[src/rtl/instr_fetch_unit.sv]
// Instruction fetch stage: owns the PC, reads a 1-cycle-latency instruction memory and presents
// opcode/funct-split instructions downstream through an output register backed by a one-entry skid buffer.
module instr_fetch_unit #(
    parameter logic [31:0] RESET_PC = 32'h0000_0000
) (
    input  logic        clk,
    input  logic        rst,
    output logic        imem_req,
    output logic [31:0] imem_addr,
    input  logic [31:0] imem_rdata,
    input  logic        out_ready,
    output logic        out_valid,
    output logic [31:0] out_instr,
    output logic [5:0]  out_opcode,
    output logic [5:0]  out_funct,
    output logic [31:0] out_pc,
    output logic [31:0] out_pc4,
    input  logic        redirect_valid,
    input  logic [31:0] redirect_pc,
    output logic        misalign_err
);

    typedef enum logic [1:0] {
        S_BOOT = 2'd0,
        S_RUN  = 2'd1,
        S_ERR  = 2'd2
    } state_t;

    state_t      state;
    state_t      state_nxt;

    logic [31:0] fetch_pc;
    logic        rsp_pending;
    logic [31:0] rsp_pc;
    logic        kill;
    logic        skid_valid;
    logic [31:0] skid_instr;
    logic [31:0] skid_pc;

    logic        issue;
    logic        redirect_act;
    logic        redirect_bad;
    logic        consume;
    logic        out_free;
    logic        rsp_take;
    logic [1:0]  occ_after;
    logic [31:0] src_instr;
    logic [31:0] src_pc;

    // Handshake: a transfer happens on a cycle where out_valid & out_ready; while out_valid is high
    // and out_ready low every out_* signal holds, and out_valid only falls after a transfer or on flush.
    assign consume      = out_valid & out_ready;
    assign out_free     = !out_valid || out_ready;
    assign redirect_act = redirect_valid && (state != S_ERR);
    assign redirect_bad = redirect_act && (redirect_pc[1:0] != 2'b00);
    assign rsp_take     = rsp_pending && !kill;
    assign src_instr    = skid_valid ? skid_instr : imem_rdata;
    assign src_pc       = skid_valid ? skid_pc : rsp_pc;

    always_comb begin
        occ_after = 2'({1'b0, out_valid} + {1'b0, skid_valid} + {1'b0, rsp_pending} - {1'b0, consume});
    end

    always_ff @(posedge clk or posedge rst) begin
        if (rst) begin
            state <= S_BOOT;
        end else begin
            state <= state_nxt;
        end
    end

    always_comb begin
        state_nxt = state;
        issue     = 1'b0;
        case (state)
            S_BOOT: begin
                state_nxt = redirect_bad ? S_ERR : S_RUN;
            end
            S_RUN: begin
                if (redirect_bad) begin
                    state_nxt = S_ERR;
                end
                // At most two instructions may be held or in flight once this cycle's transfer drains.
                issue = !redirect_valid && (occ_after < 2'd2);
            end
            S_ERR: begin
                state_nxt = S_ERR;
            end
            default: begin
                state_nxt = S_BOOT;
            end
        endcase
    end

    assign imem_req  = issue;
    assign imem_addr = issue ? fetch_pc : 32'h0;

    always_ff @(posedge clk or posedge rst) begin
        if (rst) begin
            fetch_pc     <= RESET_PC;
            rsp_pending  <= 1'b0;
            rsp_pc       <= 32'h0;
            kill         <= 1'b0;
            skid_valid   <= 1'b0;
            skid_instr   <= 32'h0;
            skid_pc      <= 32'h0;
            out_valid    <= 1'b0;
            out_instr    <= 32'h0;
            out_pc       <= 32'h0;
            out_pc4      <= 32'h0;
            misalign_err <= 1'b0;
        end else begin
            rsp_pending <= issue;
            if (issue) begin
                rsp_pc   <= fetch_pc;
                fetch_pc <= fetch_pc + 32'd4;
            end
            if (redirect_act) begin
                // Redirect outranks any handshake or response arriving in the same cycle.
                kill       <= 1'b1;
                out_valid  <= 1'b0;
                skid_valid <= 1'b0;
                fetch_pc   <= redirect_pc;
                if (redirect_bad) begin
                    misalign_err <= 1'b1;
                end
            end else begin
                kill <= 1'b0;
                if (out_free) begin
                    out_valid <= skid_valid || rsp_take;
                    if (skid_valid || rsp_take) begin
                        out_instr <= src_instr;
                        out_pc    <= src_pc;
                        out_pc4   <= src_pc + 32'd4;
                    end
                    skid_valid <= skid_valid && rsp_take;
                end else begin
                    skid_valid <= skid_valid || rsp_take;
                end
                if (rsp_take && (skid_valid == out_free)) begin
                    skid_instr <= imem_rdata;
                    skid_pc    <= rsp_pc;
                end
            end
        end
    end

    assign out_opcode = out_instr[31:26];
    assign out_funct  = out_instr[5:0];

endmodule

[config.mk]
export PLATFORM = sky130hd
export DESIGN_NAME = instr_fetch_unit
export DESIGN_NICKNAME = d
export VERILOG_FILES = /design/src/rtl/instr_fetch_unit.sv
export SDC_FILE = /design/constraint.sdc
export NUM_CORES = 1
export LEC_CHECK = 0
export ABC_AREA = 1
export BUFFER_PORTS_ARGS = -buffer_cell sky130_fd_sc_hd__clkbuf_2
export CAP_MARGIN = 15
export CORE_AREA = 2 2 182 184
export DETAILED_ROUTE_END_ITERATION = 12
export DIE_AREA = 0 0 184 186
export PLACE_DENSITY = 0.58
export SYNTH_ARGS = -nofsm -noshare
export SYNTH_HDL_FRONTEND = slang
export SYNTH_SLANG_ARGS = --single-unit
[constraint.sdc]
create_clock -name clk -period 17.7 [get_ports clk]
set_input_delay 1.77 -clock clk [delete_from_list [all_inputs] [get_ports clk]]
set_output_delay 1.77 -clock clk [all_outputs]
set_load 0.02 [all_outputs]
Word-level counts from Yosys, hierarchy flattened. Cells that the tools add are included.

Add/subtract/negate cells: 5. Magnitude comparators: 1. Equality and inequality tests: 5. Mux-type cells: 14. Bitwise gates (word level): 2. Reductions and logical operators: 18.

Operator list (count): 32-bit 2-to-1 mux (5); 32-bit by 3-bit adder with 32-bit output, second input constant (2); 1-bit logical AND (6); 1-bit 2-to-1 mux (6); 2-bit case mux with 3 select lines (1); 2-bit nonzero test (3); 2-bit 2-to-1 mux (2); 2-bit inequality test, second input constant (2); 2-bit AND reduction (2); 1-bit logical NOT (3); 3-bit AND reduction (1); 1-bit by 1-bit adder with 2-bit output (1); 2-bit by 1-bit adder with 2-bit output (1); 2-bit by 1-bit == test with 1-bit output, second input constant (1); 2-bit == test, second input constant (1); 2-bit logical NOT (1); 1-bit logical OR (2); 2-bit less-than comparator, second input constant (1); 2-bit by 1-bit subtractor with 2-bit output (1); 1-bit AND (1); 1-bit == test (1); 1-bit inverter (1).

Bits in registers: 231. Output and inout port bits: 143.

Depth between registers and ports, before layout.
Depth in word-level cells: 8. Mapped depth: 14.

Worst setup path before layout. Ideal clock, no wire load.

Path kind: input -> output. Start: input out_ready. End: output imem_req. Arrival: 3.419 ns. Setup slack: 12.511 ns. Stages: 11. Path buffers: 2. Cells stage by stage: nand2_1 inv_1 ha_1 inv_1 ha_1 nand2_1 a21o_1 nand3_1 inv_1 clkbuf_1 buf_1.

Longest elaborated chain between the ends: 5.

RTL lines: start, declared (RTL line 11) `input logic out_ready,`; 1-bit AND (RTL line 52) `assign consume = out_valid & out_ready;`; 2-bit by 1-bit subtractor with 2-bit output (RTL line 61) `occ_after = 2'({1'b0, out_valid} + {1'b0, skid_valid} + {1'b0, rsp_pending} - {1'b0, consume});`; 2-bit less-than comparator (RTL line 84) `issue = !redirect_valid && (occ_after < 2'd2);`; 1-bit logical AND (RTL line 84); 1-bit 2-to-1 mux (RTL line 75) `case (state)`; end, declared (RTL line 8) `output logic imem_req,`.

Every way passes these cells.

Worst setup path after layout. Same ends and word-level chain as after synthesis.

==> out/metrics.cfg <==
[global_routing]
grt_use_total=0.1871
grt_start_max_net_pins=130
antenna_found_initial=0
overflow=0
grt_pass1_vias=9444
grt_pass1_wl_um=51290

[logic_synthesis]
synth_cells=1443
synth_top_family_by_area=simple AND/OR/NAND/NOR gates
synth_edf_count=0
ys_ff_latch=229
synth_area_um2=11210
synthFlopType=dfrtp_1
synthAdderAreaFrac=0.008933
synthArstFlopShare=1.000
synth_top_area_frac=0.5114
synth_xor_area_frac=0.004690
yosysWarnings=0
syn_avg_cell_area_um2=7.766
yosysTopAreaCell=dfrtp_1
synth_area_leaders=dfrtp_1, nand2_1, nor2_1
synth_most_common_cell=nand2_1
synth-simple-area-share=0.2621
ys_seq_area_frac=0.5114
synth_compound_area_frac=0.1216
synthTopCellsByCount=nand2_1, dfrtp_1, nor2_1
synth_mux_area_frac=0
synth_cell_type_count=34
syn_nets=1519

[pwr]
power.leakage_nw=6.744
powerDensity_nw_per_um2=168.3
ir_worst_vdd_mv=0.07209

[worst_setup_path]
crit_chain=clkbuf_2 -> nand2_1 -> inv_1 -> ha_1 -> inv_1 -> ha_1 -> nand2_1 -> a21o_1 -> nand3_1 -> buf_4 -> inv_1 -> buf_4 -> clkbuf_2
crit_top_cell=inv_1
crit_type=input port to primary output
cp_top_family=buffers and inverters
critPathMaxFanout=47
slowest_stage=buf_4
cp_data_required_time_ns=15.93
crit_buf_inv=7
arrival_ns=4.26
startpoint_type=input port
max_stage_delay_ns=0.44
end_kind=primary output

[sta]
finClkSkew_ns=0.01746
drv_slew=0
grt_setup_unrepaired=no
worst_slew_pin_slew_ns=1.074
period_share=0.3409
final_hold_viol_count=0
timing.fmax_mhz=165.7
relSlewSlack=0.2835
min_period_ns=6.034
finalSetupTns_ns=0
setup_viol=0

[clocking]
clock_latency_ns=0.54
clockRootBuffer=clkbuf_16
cts_max_level=1
cts.reportedPaths.clkPinSlew_ns=0.05
cts_resized=0
cts_buffer_depth=3
clock_sinks=229
holdBufCountCts=0
cts_setup_buffers=0
numCtsBuffers=27
cts_tree=yes

[placement]
gp_congestion=0.8971
dp_hpwl_um=22130
dpl_cell_area_um2=12450
numPortBuffers=210

[die]
ios=211
die_y_um=186
core_um2=32210
dieArea_um2=34220
die_x_um=184
start_util=0.3479
rows=66

[routing]
wl_met3_um=1736
wl_per_cell_um=15.45
routed-via-count=9762
top_layer_used=met4
drtIter0Drc=801
drtPass1Iterations=5
wl_met2_um=13740
wirelength_met1_um=15550
wirelength_um=31520
ant_nets=0
drc_errors=0
via_per_inst=4.785

[status]
outcome=complete, no violations

[layout]
diodes=0
areaGrowthSynthToFinish_pct=18.61
final_area_um2=13290
fill_cells=3296
drive_gt1_frac=0.1789
fin_nets=1692

[flow_run]
drv_cap=0

[worst_hold_path]
hp-class=flop to flop

path summary, 6_finish.rpt:
kind | slack (ns) | cells past startpoint | startpoint | end
min | 0.47 | 2 | out_pc4[3] | out_pc4[3]
min reg2reg | 0.47 | 2 | out_pc4[3] | out_pc4[3]
min in group asynchronous | 1.45 | 2 | rst | state[1]
max | 11.67 | 13 | out_ready | imem_req
max reg2reg | 13.95 | 12 | state[0] | out_pc4[22]
max in group asynchronous | 14.96 | 3 | rst | out_pc[9]
state kept, by name (all words and copies together) (netlist names):
| register | flops |
|---|---|
| out_pc4 | 30 |
| kill | 1 |
| misalign_err | 1 |
| skid_pc | 32 |
| skid_valid | 1 |
| out_instr | 32 |
| out_valid | 1 |
| fetch_pc | 32 |
| rsp_pc | 32 |
| rsp_pending | 1 |
| state | 2 |
| skid_instr | 32 |
| out_pc | 32 |
area by class of cell:
class / count / area [µm²] / share of cell area
Tap cell: 408 / 510.5 / 0.03841
Clock inverter: 5 / 56.30 / 0.004236
Timing Repair Buffer: 222 / 1141 / 0.08585
Clock buffer: 40 / 784.5 / 0.05902
Sequential cell: 229 / 5732 / 0.4312
Inverter: 160 / 608.1 / 0.04575
Multi-Input combinational cell: 976 / 4459 / 0.3355
layer usage:
metal / vias up / GRT usage
li1: 4909 / -
met1: 4512 / 0.2803
met2: 301 / 0.2885
met3: 40 / 0.02524
met4: 0 / 0.03872
met5: - / 0
power breakdown:
part	switching, W	internal, W
logic	0.000583	0.000262
clock network	0.000217	0.000318
registers	0.000135	0.000722
total	0.000936	0.00130
per-stage QoR:
stage,total power [W],hold slack (ns),util,instances,setup WS [ns]
6_report,0.002238,0.4708,0.4127,2040,11.67
5_1_grt,0.002403,0.5004,0.4127,2040,11.50
4_1_cts,0.002261,0.4753,0.4127,2040,11.69
3_5_place_dp,0.001718,0.4600,0.3866,1995,11.69
3_3_place_gp,0.001708,0.4564,0.3866,1995,11.74
2_1_floorplan,0.001425,0.4455,-,1443,9.654
cells in the final DEF (no fill, tap or decap), drive strengths merged, types with 15 or more instances in the layout:
master,count
a21oi,19
a31oi,40
clkbuf,250
dfrtp,229
inv,161
nand2,456
nand3,52
nand4,15
nor2,184
o21ai,129
o21bai,31
kinds of logic (layout without fill, tap and decap cells):
group	after synthesis	count (layout)
AO/OA/AOI/OAI	239	239
XOR/XNOR	6	6
adder cells (fa/ha/maj)	8	8
buffers and inverters	238	427
flip-flops	229	229
AND/OR/NAND/NOR	723	723
worst register-to-register path: stages, from the launching register on:
cell and delay (ns):
dfrtp_1 0.40, inv_1 0.11, ha_1 0.16, nor2_2 0.04, buf_4 0.22, inv_1 0.82, nand2_1 0.28, nor2_4 0.13
buf_4 0.40, buf_4 0.70, nand2_1 0.17, o21bai_1 0.18, nor2_1 0.06
Power figures use the tool's default switching activity.
